**src/rtl/pc_controller_pkg.sv**
```systemverilog
// Shared definitions for the PC controller front end: opcodes, truth/prediction
// constants, widths, BHT counter reset value and RISC-V immediate extraction.
package pc_controller_pkg;

    localparam int ADDRESS_WIDTH     = 32;
    localparam int INSTRUCTION_WIDTH = 32;

    localparam logic [6:0] OPCODE_JAL    = 7'b1101111;
    localparam logic [6:0] OPCODE_BRANCH = 7'b1100011;
    localparam logic [6:0] OPCODE_JALR   = 7'b1100111;

    localparam logic TRUE      = 1'b1;
    localparam logic FALSE     = 1'b0;
    localparam logic TAKEN     = 1'b1;
    localparam logic NOT_TAKEN = 1'b0;

    // Weakly not-taken.
    localparam logic [1:0] BHT_COUNTER_RESET = 2'b01;

    typedef enum logic {
        ISSUE,
        WAIT_INST
    } pc_state_e;

    function automatic logic [ADDRESS_WIDTH-1:0] j_imm(input logic [INSTRUCTION_WIDTH-1:0] inst);
        return {{12{inst[31]}}, inst[19:12], inst[20], inst[30:21], 1'b0};
    endfunction

    function automatic logic [ADDRESS_WIDTH-1:0] b_imm(input logic [INSTRUCTION_WIDTH-1:0] inst);
        return {{20{inst[31]}}, inst[7], inst[30:25], inst[11:8], 1'b0};
    endfunction

endpackage

```
**src/rtl/pc_controller_bht.sv**
```systemverilog
// branch_history_table: array of 2-bit saturating counters with a combinational
// read port and a registered update port. Instantiated only under BHT_PREDICT_EN.
module branch_history_table
    import pc_controller_pkg::*;
#(
    parameter int INDEX_W = 8
) (
    input  logic               in_clk,
    input  logic               in_rst,
    input  logic               in_rdy,
    input  logic [INDEX_W-1:0] in_read_index,
    output logic [1:0]         out_read_counter,
    input  logic               in_update_enable,
    input  logic [INDEX_W-1:0] in_update_index,
    input  logic               in_update_taken
);

    localparam int ENTRIES = 1 << INDEX_W;

    logic [1:0] counters [ENTRIES];
    logic [1:0] upd_counter;

    // A same-cycle update is not forwarded: the lookup sees the stored value.
    assign out_read_counter = counters[in_read_index];
    assign upd_counter      = counters[in_update_index];

    always_ff @(posedge in_clk) begin
        if (in_rst) begin
            // NOTE: the array is reset explicitly because every counter must start
            // weakly not-taken; this keeps it in flops rather than a RAM macro.
            for (int i = 0; i < ENTRIES; i++) begin
                counters[i] <= BHT_COUNTER_RESET;
            end
        end else if (in_rdy && in_update_enable) begin
            if (in_update_taken == TAKEN) begin
                if (upd_counter != 2'b11) begin
                    counters[in_update_index] <= upd_counter + 2'd1;
                end
            end else if (upd_counter != 2'b00) begin
                counters[in_update_index] <= upd_counter - 2'd1;
            end
        end
    end

endmodule

```
**src/rtl/pc_controller.sv**
```systemverilog
// pc_controller: issues one fetch address at a time, predecodes the returned word
// and issues the next PC with the previous instruction's prediction. BHT_PREDICT_EN
// selects BHT-based branch prediction; otherwise static backward-taken.
module pc_controller
    import pc_controller_pkg::*;
#(
    parameter logic [ADDRESS_WIDTH-1:0] RESET_PC    = 32'h0,
    parameter int                       BHT_INDEX_W = 8
) (
    input  logic                         in_clk,
    input  logic                         in_rst,
    input  logic                         in_rdy,
    input  logic                         in_flush_enable,
    input  logic [ADDRESS_WIDTH-1:0]     in_flush_pc,
    input  logic                         in_fetch_full,
    input  logic                         in_last_enable,
    input  logic [INSTRUCTION_WIDTH-1:0] in_last_inst,
    input  logic                         in_bht_update_enable,
    input  logic [ADDRESS_WIDTH-1:0]     in_bht_update_pc,
    input  logic                         in_bht_update_taken,
    output logic                         out_fetcher_enable,
    output logic [ADDRESS_WIDTH-1:0]     out_pc,
    output logic                         out_predict
);

    pc_state_e                state;
    logic [ADDRESS_WIDTH-1:0] next_pc;
    logic [ADDRESS_WIDTH-1:0] cur_pc;
    logic                     next_pred;
    logic [ADDRESS_WIDTH-1:0] pd_pc;
    logic                     pd_pred;
    logic                     branch_taken;
    logic                     unused_inputs;

`ifdef BHT_PREDICT_EN
    logic [1:0] bht_counter;

    branch_history_table #(
        .INDEX_W(BHT_INDEX_W)
    ) u_bht (
        .in_clk           (in_clk),
        .in_rst           (in_rst),
        .in_rdy           (in_rdy),
        .in_read_index    (cur_pc[BHT_INDEX_W+1:2]),
        .out_read_counter (bht_counter),
        .in_update_enable (in_bht_update_enable),
        .in_update_index  (in_bht_update_pc[BHT_INDEX_W+1:2]),
        .in_update_taken  (in_bht_update_taken)
    );

    assign branch_taken  = bht_counter[1];
    assign unused_inputs = ^{bht_counter[0], in_bht_update_pc[ADDRESS_WIDTH-1:BHT_INDEX_W+2],
                             in_bht_update_pc[1:0]};
`else
    // Backward-taken / forward-not-taken: the B-immediate sign is inst[31].
    assign branch_taken  = in_last_inst[31];
    assign unused_inputs = ^{in_bht_update_enable, in_bht_update_pc, in_bht_update_taken};
`endif

    always_comb begin
        // NOTE: defaults first so no path through the case leaves a latch.
        pd_pc   = cur_pc + 32'd4;
        pd_pred = NOT_TAKEN;
        case (in_last_inst[6:0])
            OPCODE_JAL: begin
                pd_pc   = cur_pc + j_imm(in_last_inst);
                pd_pred = TAKEN;
            end
            OPCODE_BRANCH: begin
                if (branch_taken == TAKEN) begin
                    pd_pc   = cur_pc + b_imm(in_last_inst);
                    pd_pred = TAKEN;
                end
            end
            // The JALR target is register-relative and is corrected later by a flush.
            OPCODE_JALR: pd_pred = NOT_TAKEN;
            default:     pd_pred = NOT_TAKEN;
        endcase
    end

    always_ff @(posedge in_clk) begin
        if (in_rst) begin
            state              <= ISSUE;
            next_pc            <= RESET_PC;
            next_pred          <= NOT_TAKEN;
            cur_pc             <= '0;
            out_fetcher_enable <= FALSE;
            out_pc             <= '0;
            out_predict        <= NOT_TAKEN;
        end else if (in_rdy) begin
            out_fetcher_enable <= FALSE;
            if (in_flush_enable) begin
                // Any instruction word returning in the same cycle is stale.
                next_pc   <= in_flush_pc;
                next_pred <= NOT_TAKEN;
                state     <= ISSUE;
            end else begin
                case (state)
                    ISSUE: begin
                        if (!in_fetch_full) begin
                            out_fetcher_enable <= TRUE;
                            out_pc             <= next_pc;
                            out_predict        <= next_pred;
                            cur_pc             <= next_pc;
                            state              <= WAIT_INST;
                        end
                    end
                    WAIT_INST: begin
                        if (in_last_enable) begin
                            next_pc   <= pd_pc;
                            next_pred <= pd_pred;
                            state     <= ISSUE;
                        end
                    end
                    default: state <= ISSUE;
                endcase
            end
        end
    end

endmodule

```
**config.mk**
```make
export PLATFORM = sky130hd
export DESIGN_NAME = pc_controller
export DESIGN_NICKNAME = d
export VERILOG_FILES = /design/src/rtl/pc_controller_pkg.sv /design/src/rtl/pc_controller_bht.sv /design/src/rtl/pc_controller.sv
export SDC_FILE = /design/constraint.sdc
export NUM_CORES = 1
export LEC_CHECK = 0
export BUFFER_PORTS_ARGS = -buffer_cell sky130_fd_sc_hd__buf_2
export CAP_MARGIN = 5
export CORE_UTILIZATION = 55
export DETAILED_ROUTE_END_ITERATION = 10
export GPL_ROUTABILITY_DRIVEN = 0
export PLACE_DENSITY_LB_ADDON = 0.15
export SYNTH_ARGS = -nofsm -noshare
export SYNTH_HDL_FRONTEND = slang
export SYNTH_SLANG_ARGS = --single-unit
```
**constraint.sdc**
```tcl
create_clock -name in_clk -period 7.1 [get_ports in_clk]
set_input_delay 1.42 -clock in_clk [delete_from_list [all_inputs] [get_ports in_clk]]
set_output_delay 1.42 -clock in_clk [all_outputs]
set_load 0.02 [all_outputs]
```
-- After elaboration in Yosys (flattened, before gate mapping)
Cells that the tools add are included.
- logic and storage cells: 34
- flip-flop bits (word level): 68
- output and inout port bits: 34
- multiplexer cells: 16
- eq/ne operators: 2
- bitwise operators: 3
- add/sub/neg operators: 3
- reduce and logical (&&, ||, !) cells: 4
- operators with widths (kind ; number):
    two-way mux 32 bit ; 4
    adder 32 bit ; 2
    one-hot mux 32 bit (2 select lines) ; 1
    adder 32 x 3 -> 32 bit, second input constant ; 1
    == test 7 bit, second input constant ; 2
    two-way mux 1 bit ; 9
    one-hot mux 1 bit (2 select lines) ; 2
    AND reduction 4 bit ; 1
    nonzero test 2 bit ; 2
    inverter 1 bit ; 3
    AND reduction 3 bit ; 1

-- Depth between registers and ports, before layout
Gate-level depths: netlist (run 1).
- depth in word-level cells: 6
- depth in mapped cells: 12

-- Worst setup path before layout (run 1)
OpenSTA, ideal clock, no wires.
- path kind: input -> register
- start: input port in_last_inst[21]
- end: register next_pc[27]
- buffers on the path: 1
- stages: 12
- setup slack: 3.238 ns
- arrival: 3.734 ns
- cell sequence: ha_1 > fa_1 > a211oi_1 > nor3_1 > o211ai_1 > a21oi_1 > or3_1 > buf_2 > a31oi_2 > nor4b_1 > a221oi_1 > o21ai_1
- word-level cells in the longest chain between the ends: 5
- ends and longest elaborated chain (element ; line ; source):
    start: declaration ; pc_controller.sv:17 ; input logic [INSTRUCTION_WIDTH-1:0] in_last_inst,
    adder 32 bit ; pc_controller.sv:66 ; pd_pc = cur_pc + j_imm(in_last_inst);
    one-hot mux 32 bit (2 select lines) ; pc_controller.sv:64 ; case (in_last_inst[6:0])
    two-way mux 32 bit ; pc_controller.sv:109 ; if (in_last_enable) begin
    two-way mux 32 bit ; pc_controller.sv:98 ; case (state)
    two-way mux 32 bit ; pc_controller.sv:92 ; if (in_flush_enable) begin
    end signal: assignment ; pc_controller.sv:94 ; next_pc <= in_flush_pc;
    end signal: assignment ; pc_controller.sv:110 ; next_pc <= pd_pc;
    end: declaration ; pc_controller.sv:27 ; logic [ADDRESS_WIDTH-1:0] next_pc;
Every way passes these cells. The select of a mux whose other input is x is not followed.
A chain may end at the register's enable or synchronous reset.

-- Worst setup path after layout (run 1)
- start: input port in_last_inst[21]
- end: register next_pc[31]
The elaborated chain is that of the path after synthesis.

==> out/results.txt, run 1 <==
Fill count -> 1048
Die Footprint -> 0.0121 mm²
Minimum clock period -> 4340 ps
Hold Vio Cnt, Final -> 0
Site Rows -> 38
Clk Latency, worst-skew pair -> 350 ps
Most frequent cells in the layout -> nand2_1, a21oi_1, buf_2
Relative slew slack -> 33.2%
Root Driver -> clkbuf_16
Initial core utilization -> 57.7%
Yosys Warn Count -> 0
Register area -> 0.00136 mm²
Post-CTS Resized -> 0
Cell Pwr Density -> 148 mW/mm²
CP Class -> input pin to flop
Placeable Area -> 0.0111 mm²
# Post-CTS Setup Buffers -> 0
Largest net degree at the start of global routing -> 59
TNS Setup -> 0 ps
H-tree depth -> 3
Hold Path Class -> flop to flop
Critical Path AT -> 4610 ps
Mapped Nets -> 1045
Slew Viols, Final -> 0
Maximum clock rate -> 0.230 GHz
Worst-case hold slack -> 450 ps
Hpwl dp -> 15100 µm
Simple-Gate Fraction of Synth Area -> 23.8%
Vias per cell -> 6.56
Multi-input gate area -> 0.00477 mm²
Clock sink count -> 68
Clock tree buffer depth -> 2
Hold-fix buffers, CTS -> 0
Seq/Total Area, Yosys -> 21.3%
Synth Instances -> 895
CP endpoint kind -> flop
CP bufs+invs -> 1
DR iter-0 viols -> 835
DR WL/cell -> 19.4 µm
Final setup violation count -> 0
Die X -> 110 µm
First-pass iteration count of the detailed router -> 5
Ant diodes -> 0
Vias -> 7277
First-pass GRT wire length -> 33300 µm
Share of cells above drive strength 1 -> 15.9%
Unrepaired setup endpoints after global routing -> false
Total track usage -> 36.6%
DRC Markers -> 0
Register bit total from synthesis -> 68
Final period util -> 61.2%
Final ANT Viol Nets -> 0
Crit path required time -> 7370 ps
Adder-Cell Fraction of Synth Area -> 9.24%
Static Leak -> 3.07 nW
P&R area growth vs syn -> 13.6%
Fin Clk Skew -> 7.79 ps
Avg Inst Size Synth -> 7.14 µm²
Least-Margin Pin Slew -> 1000 ps
Largest family of logic cells by synthesized area -> compound AO/OA/AOI/OAI gates
Final core occ -> 65.5%
Placed cell count -> 1094
Initial antenna violation count -> 0
CP top delay family -> compound AO/OA/AOI/OAI gates
Crit-path cells -> buf_2 > ha_1 > fa_1 > a211oi_1 > nor3_1 > o211ai_1 > a21oi_1 > o41ai_1 > mux2_2 > o21ai_0 > a21oi_1 > o31ai_1
CTS tree -> done
Synth Area in Compound Gates -> 32.8%
Synthesized cell area -> 0.00639 mm²
Mux contribution to synthesized area -> 1.29%
Number of global-route vias before repair -> 6138
Total power -> 1.07 mW
Post-synth ARST share -> 0%
CP max stage delay -> 630 ps
EDFF count, synth -> 0
I/O pin count -> 138
Routed WL -> 21600 µm
Nets -> 1115
Inserted Clock Buffers -> 9
CP max FO -> 3
Startpoint Class -> input pin
Layout Cells excl Fill -> 1109
Ys flop type -> dfxtp_1
Synth cell types -> 72
Max-cap violations -> 0
Global route overflow -> 0
Slowest cell on crit path -> o41ai_1
Most common cell after layout, fill and taps aside -> nand2_1
Xor and xnor fraction of the mapped netlist area -> 7.26%
CP most frequent cell -> a21oi_1
Status -> finished clean
Port Buf Inserts -> 103
Worst-path clk slew -> 60 ps
Die span in y -> 110 µm
Worst ir drop on vdd -> 0.148 mV
-- cell usage after synthesis (3+ instances only) --
master / count / area, µm²
o211ai_1: 12 / 90.1
and4_1: 3 / 26.3
o22ai_1: 8 / 50.1
a31oi_1: 6 / 37.5
xnor2_1: 30 / 263
nor2_1: 53 / 199
nor2b_1: 3 / 18.8
nand2_1: 143 / 537
and3_1: 9 / 56.3
dfxtp_1: 68 / 1360
o21bai_1: 4 / 30.0
nand3b_1: 3 / 22.5
a311oi_1: 4 / 35.0
o41ai_1: 3 / 26.3
inv_1: 14 / 52.6
nor4_1: 3 / 18.8
a22oi_1: 7 / 52.6
o31ai_1: 3 / 22.5
a221oi_1: 9 / 78.8
nand3_1: 33 / 165
or3_1: 13 / 81.3
xor2_1: 23 / 201
nand4_1: 21 / 131
nand2b_1: 7 / 43.8
a21boi_1: 3 / 22.5
and2_1: 6 / 37.5
a221oi_2: 3 / 45.0
a21oi_1: 104 / 521
o21ai_1: 11 / 55.1
o21ai_0: 73 / 365
ha_1: 44 / 551
clkbuf_1: 49 / 184
buf_2: 3 / 15.0
nor3_1: 13 / 65.1
o311ai_0: 3 / 26.3
a21o_1: 26 / 195
mux2i_1: 6 / 60.1
o221ai_1: 8 / 70.1
o21a_1: 3 / 22.5
a211oi_1: 14 / 105
-- state kept, by name, indices dropped and copies added, names as in the netlist --
| register | cells |
|---|---|
| cur_pc | 32 |
| next_pc | 32 |
| next_pred | 1 |
| out_fetcher_enable | 1 |
| out_predict | 1 |
| state | 1 |
-- final timing paths --
| check | startpoint | end | slack (ps) | cells past startpoint |
|---|---|---|---|---|
| worst min-delay path | next_pc[26] | next_pc[26] | 450 | 2 |
| worst max register to register | cur_pc[1] | next_pc[31] | 3570 | 11 |
| worst max-delay path | in_last_inst[21] | next_pc[31] | 2760 | 12 |
| worst min register to register | next_pc[26] | next_pc[26] | 450 | 2 |
-- stage by stage --
| step | instance area, µm² | setup slack (ps) |
|---|---|---|
| final | 7260 | 2760 |
| after CTS | 7260 | 2870 |
| after global placement | 6950 | 2530 |
| after detailed placement | 6950 | 2520 |
| after floorplan | 6390 | 3240 |
| after global routing | 7260 | 2580 |
-- where the power goes --
group | leakage (nW) | internal (mW) | total [mW] | switching [mW]
Sequential | 0.553 | 0.395 | 0.406 | 0.0110
Combinational | 2.38 | 0.0686 | 0.186 | 0.117
Clock | 0.142 | 0.306 | 0.481 | 0.176
-- worst min-delay path, stage by stage (launching register included) --
cell and delay [ps]:
dfxtp_1 300, nand2_1 50, o21ai_1 50
-- final cells by class --
| cell class | instances | area share (%) |
|---|---|---|
| inverter | 15 | 0.776 |
| tap | 140 | 2.41 |
| clock inverter | 4 | 1.03 |
| multi-input combinational | 758 | 65.7 |
| clock buffer | 11 | 3.21 |
| sequential | 68 | 18.8 |
| timing repair buffer | 113 | 8.14 |
-- kinds of logic (layout without fill, tap and decap cells) --
logic type,count (synthesis),after routing
AO/OA/AOI/OAI,328,328
flip-flops,68,68
multiplexers,8,8
adder cells (fa/ha/maj),46,46
AND/OR/NAND/NOR,323,323
XOR/XNOR,53,53
buffers and inverters,69,143
-- routing by layer --
metal	vias to the layer above	track usage, %	share of wire (%)	routed length [µm]
met5	-	0	0	0
met4	0	12.2	2.1	445
met3	31	8.77	12	2620
met2	427	50.8	42	9000
met1	3357	54.2	44	9500
li1	3462	-	-	-
(Power assumes the default switching activity.)
==> inputs of run 2 (changes only) <==
==> constraint.sdc (replaced) <==
create_clock -name in_clk -period 4.56 [get_ports in_clk]
set_input_delay 0.912 -clock in_clk [delete_from_list [all_inputs] [get_ports in_clk]]
set_output_delay 0.912 -clock in_clk [all_outputs]
set_load 0.02 [all_outputs]
==> run 2 against run 1 <==
  * Combinational power is 56% higher
  * Clock skew fell by 1.2 ps
  * First-iteration DRC count up 6.9%
  * Global-route usage is 0.53 points lower
  * Clock power is 50% higher
  * Wire length decreased by 1.4%
  * Via count about the same
  * Cell count increased by 0.54%
  * Worst hold slack worse by 1.8 ps
  * Worst setup slack worse by 1800 ps
  * Critical path depth fell by 1
  * Register-to-register slack worse by 2400 ps
  * Largest cell class unchanged
==> out/results.txt, run 2 (same netlist as run 1, synthesis figures left out) <==
CP Class -> input pin to flop
Root Driver -> clkbuf_16
Clock sink count -> 68 (unchanged)
Minimum clock period -> 3600 ps
Clk Latency, worst-skew pair -> 340 ps (about the same)
Inserted Clock Buffers -> 9 (unchanged)
CTS tree -> done
Share of cells above drive strength 1 -> 16.5% (+0.62 points)
DR WL/cell -> 19.1 µm (-1.9%)
Number of global-route vias before repair -> 6187 (+0.80%)
Initial antenna violation count -> 0 (unchanged)
Relative slew slack -> 46.8% (+14 points)
Slew Viols, Final -> 0 (unchanged)
Register area -> 0.00136 mm² (unchanged)
Critical Path AT -> 3820 ps (-790 ps)
Worst hold endpoint -> cur_pc[2]
Fill count -> 1091 (+4.1%)
Status -> finished clean
Die X -> 110 µm (unchanged)
Reg2Reg Setup Slack -> 1180 ps (-2390 ps)
First-pass GRT wire length -> 32900 µm (-1.2%)
Worst hold stages -> 2 (unchanged)
Global route overflow -> 0 (unchanged)
Die span in y -> 110 µm (unchanged)
Final period util -> 79.0%
Sw frac -> 30.0% (+1.7 points)
H-tree depth -> 3 (unchanged)
Initial core utilization -> 57.7% (unchanged)
R2r endpoint -> next_pc[30]
Placeable Area -> 0.0111 mm² (unchanged)
Crit path required time -> 4780 ps (-2590 ps)
Layout Cells excl Fill -> 1115 (+0.54%)
Biggest regs -> cur_pc: 32 flops, next_pc: 32 flops
Vias -> 7273 (-0.055%)
CP max FO -> 21 (+18)
Cell Pwr Density -> 226 mW/mm² (+53%)
Most common cell after layout, fill and taps aside -> nand2_1
Largest net degree at the start of global routing -> 37 (-37%)
Maximum clock rate -> 0.277 GHz
Hold Vio Cnt, Final -> 0 (unchanged)
Unrepaired setup endpoints after global routing -> false
Final ANT Viol Nets -> 0 (unchanged)
Max-cap violations -> 0 (unchanged)
Least-Margin Pin Slew -> 787 ps (-213 ps)
Multi-input gate area -> 0.00476 mm² (about the same)
Worst Min Path Start -> next_pc[2]
Total track usage -> 36.1% (-0.53 points)
Ant diodes -> 0 (unchanged)
TNS Setup -> 0 ps (unchanged)
Nets -> 1120 (+0.45%)
Routed WL -> 21300 µm (-1.4%)
P&R area growth vs syn -> 14.0%
Clk pwr share -> 44.0% (-0.9 points)
Site Rows -> 38 (unchanged)
Worst ir drop on vdd -> 0.219 mV (+49%)
Die Footprint -> 0.0121 mm² (unchanged)
Final setup violation count -> 0 (unchanged)
CP endpoint kind -> flop
Clock tree buffer depth -> 2 (unchanged)
Fin Clk Skew -> 6.58 ps (-1.21 ps)
Hpwl dp -> 15300 µm (+0.84%)
Worst-path clk slew -> 60 ps (about the same)
I/O pin count -> 138 (unchanged)
DR iter-0 viols -> 893 (+6.9%)
DRC Markers -> 0 (unchanged)
Port Buf Inserts -> 103 (unchanged)
First-pass iteration count of the detailed router -> 5 (unchanged)
Vias per cell -> 6.52 (-0.59%)
R2r worst-path depth -> 10 (-1)
Post-CTS Resized -> 0 (unchanged)
Most frequent cells in the layout -> nand2_1, a21oi_1, buf_2
Psw -> 0.493 mW (+63%)
Static Leak -> 3.10 nW (+0.98%)
# Post-CTS Setup Buffers -> 0 (unchanged)
Startpoint Class -> input pin
Hold Path Class -> flop to flop
Internal Pwr Total -> 1.15 mW (+50%)
Combinational power share -> 17.7% (+0.4 points)
Placed cell count -> 1099 (+0.46%)
Hold-fix buffers, CTS -> 0 (unchanged)
Worst r2r src -> cur_pc[3]
Sequential share of power -> 38.4% (+0.6 points)
run 2: worst max-delay path, stage by stage:
cell and delay, ps:
buf_2 410, ha_1 400, a21oi_1 350, o21ai_0 150
nor2_1 140, a31oi_2 210, a21oi_1 330, o21ai_1 120
xor2_1 160, a221oi_1 510, o21ai_1 110
run 2: layout make-up:
type	count	area share, %
Multi-Input combinational cell	758	65.4
Sequential cell	68	18.7
Timing Repair Buffer	118	8.62
Clock buffer	9	3.09
Tap cell	140	2.40
Clock inverter	7	1.01
Inverter	15	0.773
run 2: power by group through the flow:
stage	Combinational (mW)	Clock [mW]	Sequential, mW
6_report	0.290	0.722	0.631
4_1_cts	0.283	0.725	0.630
3_3_place_gp	0.278	0	0.643
2_1_floorplan	0.184	0	0.643
3_5_place_dp	0.280	0	0.643
5_1_grt	0.317	0.749	0.633
run 2: how the worst max path moves through the flow:
stage	start	to	cells past startpoint
floorplan	in_last_inst[21]	next_pc[27]	12
global route	in_last_inst[21]	next_pc[27]	12
global placement	in_last_inst[21]	next_pc[27]	12
detailed placement	in_last_inst[21]	next_pc[27]	12
finish	in_last_inst[31]	next_pc[30]	11
CTS	in_last_inst[21]	next_pc[27]	12
run 2: through the flow:
step                      util [%]  setup slack, ps  hold WS (ps)  power [mW]  area [µm²]
after floorplan                  -             1210           425       0.827        6390
after global placement        63.1              701           436       0.921        6990
after detailed placement      63.1              693           442       0.924        6990
after CTS                     65.8             1030           450        1.64        7280
after global routing          65.8              693           466        1.70        7280
final                         65.8              956           448        1.64        7280
run 2: per-layer routing:
layer / global-route usage [%] / share of wire (%) / vias to the layer above
met5: 0 / 0 / -
met4: 11.7 / 2.8 / 0
met3: 8.30 / 12 / 53
met2: 51.9 / 41 / 407
met1: 52.3 / 44 / 3342
li1: - / - / 3471
==> inputs of run 3 (changes only) <==
--- a/config.mk
+++ b/config.mk
@@ -7,7 +7,7 @@
 export LEC_CHECK = 0
 export BUFFER_PORTS_ARGS = -buffer_cell sky130_fd_sc_hd__buf_2
 export CAP_MARGIN = 5
-export CORE_UTILIZATION = 55
+export CORE_UTILIZATION = 51
 export DETAILED_ROUTE_END_ITERATION = 10
 export GPL_ROUTABILITY_DRIVEN = 0
 export PLACE_DENSITY_LB_ADDON = 0.15
==> constraint.sdc (replaced) <==
create_clock -name in_clk -period 2.9 [get_ports in_clk]
set_input_delay 0.58 -clock in_clk [delete_from_list [all_inputs] [get_ports in_clk]]
set_output_delay 0.58 -clock in_clk [all_outputs]
set_load 0.02 [all_outputs]
==> run 3 against run 2 <==
  * Sequential power grew 57%
  * Register-to-register slack lost 1100 ps
  * Worst hold slack gained 2.0 ps
  * Global-route usage grew 2.2 points
  * First-iteration DRC count shrank 15%
  * Utilization grew 6.5 points
  * Largest power group unchanged
  * Highest routed layer unchanged
==> out/results.txt, run 3 (same netlist as run 1, synthesis figures left out) <==
Status -> finished clean
Total power -> 2.83 mW (+72%)
Clock sink count -> 68 (unchanged)
Relative slew slack -> 58.7% (+12 points)
Slowest cell on crit path -> or3_4
Max-cap violations -> 0 (unchanged)
Port Buf Inserts -> 103 (unchanged)
Biggest regs -> cur_pc: 32 flops, next_pc: 32 flops
Worst r2r src -> cur_pc[1]
Hold Vio Cnt, Final -> 0 (unchanged)
Inserted Clock Buffers -> 9 (unchanged)
Crit path required time -> 3130 ps (-1650 ps)
P&R area growth vs syn -> 36.9%
CP endpoint kind -> flop
Maximum clock rate -> 0.349 GHz
Fin Clk Skew -> 8.34 ps (+1.76 ps)
Least-Margin Pin Slew -> 612 ps (-175 ps)
Die span in y -> 114 µm (+3.8%)
Nets -> 1282 (+14%)
Final core occ -> 72.2% (+6.5 points)
Die Footprint -> 0.0130 mm² (+7.7%)
CP Class -> flop to flop
CP max stage delay -> 450 ps (-60 ps)
I/O pin count -> 138 (unchanged)
Site Rows -> 40 (+5.3%)
CP max FO -> 3 (-86%)
Design area -> 0.00875 mm² (+20%)
Slew Viols, Final -> 0 (unchanged)
Clock tree buffer depth -> 2 (unchanged)
Number of global-route vias before repair -> 7521 (+22%)
Placed inst area -> 0.00826 mm² (+18%)
Final period util -> 98.8%
First-pass GRT wire length -> 38500 µm (+17%)
Hold Path Class -> flop to flop
Final worst setup slack -> 33.9 ps (-922 ps)
Placeable Area -> 0.0121 mm² (+9.3%)
DRC Markers -> 0 (unchanged)
Worst Min Path Start -> next_pc[22]
Static Leak -> 3.96 nW (+28%)
Placed cell count -> 1286 (+17%)
CTS tree -> done
R2r worst-path depth -> 11 (+1)
Vias -> 8023 (+10%)
Die X -> 114 µm (+3.8%)
Minimum clock period -> 2870 ps
Worst-path clk slew -> 60 ps (about the same)
Vias per cell -> 6.15 (-5.7%)
DR iter-0 viols -> 763 (-15%)
Final setup violation count -> 0 (unchanged)
Worst ir drop on vdd -> 0.355 mV (+62%)
Critical Path AT -> 3090 ps (-730 ps)
Cell Pwr Density -> 324 mW/mm² (+44%)
Worst hold stages -> 2 (unchanged)
Most common cell after layout, fill and taps aside -> buf_4
Reg2Reg Setup Slack -> 30 ps (-1150 ps)
Largest net degree at the start of global routing -> 31 (-16%)
Ant diodes -> 0 (unchanged)
Worst hold endpoint -> next_pc[22]
Fill count -> 992 (-9.1%)
Initial antenna violation count -> 0 (unchanged)
Pre-CTS setup slack -> -364 ps (-1060 ps)
Hpwl dp -> 18100 µm (+19%)
H-tree depth -> 3 (unchanged)
Total track usage -> 38.3% (+2.2 points)
TNS Setup -> 0 ps (unchanged)
Unrepaired setup endpoints after global routing -> true
Routed WL -> 24500 µm (+15%)
Root Driver -> clkbuf_16
Worst-case hold slack -> 450 ps (+1.97 ps)
Share of cells above drive strength 1 -> 30.6% (+14 points)
Global route overflow -> 0 (unchanged)
Clk Latency, worst-skew pair -> 350 ps (about the same)
Layout Cells excl Fill -> 1305 (+17%)
First-pass iteration count of the detailed router -> 5 (unchanged)
Initial core utilization -> 52.8% (-4.9 points)
Startpoint Class -> flop
R2r endpoint -> next_pc[25]
Final ANT Viol Nets -> 0 (unchanged)
Crit-path cells -> ha_4 > fa_2 > a211oi_2 > nor3_2 > o211ai_1 > a21oi_2 > or3_4 > a21boi_2 > xnor2_1 > a221oi_2 > o21ai_1
Most frequent cells in the layout -> buf_4, nand2_1, a21oi_1, buf_2, o21ai_0
DR WL/cell -> 18.8 µm (-1.6%)
==> run 3: how the worst max path moves through the flow <==
| stage | start | end | cells past startpoint |
|---|---|---|---|
| floorplan | in_last_inst[21] | next_pc[27] | 12 |
| global placement | in_last_inst[21] | next_pc[29] | 12 |
| detailed placement | in_last_inst[21] | next_pc[27] | 12 |
| CTS | in_last_inst[21] | next_pc[29] | 12 |
| global route | cur_pc[1] | next_pc[25] | 11 |
| finish | cur_pc[1] | next_pc[25] | 11 |
==> run 3: report_power, final <==
group | switching (mW) | internal (mW)
registers | 0.0217 | 0.966
clock network | 0.467 | 0.802
logic | 0.326 | 0.250
total | 0.814 | 2.02
==> run 3: what timing repair did <==
| item | CTS | global route |
|---|---|---|
| resized for setup | 1 | 35 |
| pin swaps | 1 | 11 |
| endpoints found under the setup margin | 6 | 16 |
| setup buffers | 1 | 2 |
| endpoints found under the hold margin | 0 | 0 |
| hold buffers | 0 | 0 |
==> run 3: area by class of cell <==
cell class	instances	area, µm²	area share (%)
tap	168	210	2.40
clock inverter	5	83.8	0.958
multi-input combinational	758	4900	56.0
clock buffer	11	253	2.89
sequential	68	1370	15.6
timing repair buffer	280	1880	21.5
inverter	15	56.3	0.644
==> run 3: worst max-delay path, delay by kind of cell (launching register included) <==
| kind | cells | cell delay (ps) |
|---|---|---|
| AND/OR/NAND/NOR | 2 | 540 |
| XOR/XNOR | 1 | 90 |
| adder cells (fa/ha/maj) | 2 | 560 |
| AO/OA/AOI/OAI | 6 | 1220 |
| flip-flops | 1 | 340 |
==> run 3: routing by layer <==
layer | global-route usage, % | share of wire (%) | vias up
li1 | - | - | 3782
met1 | 52.2 | 43 | 3680
met2 | 58.8 | 43 | 487
met3 | 8.24 | 11 | 74
met4 | 14.9 | 3.0 | 0
met5 | 0 | 0 | -
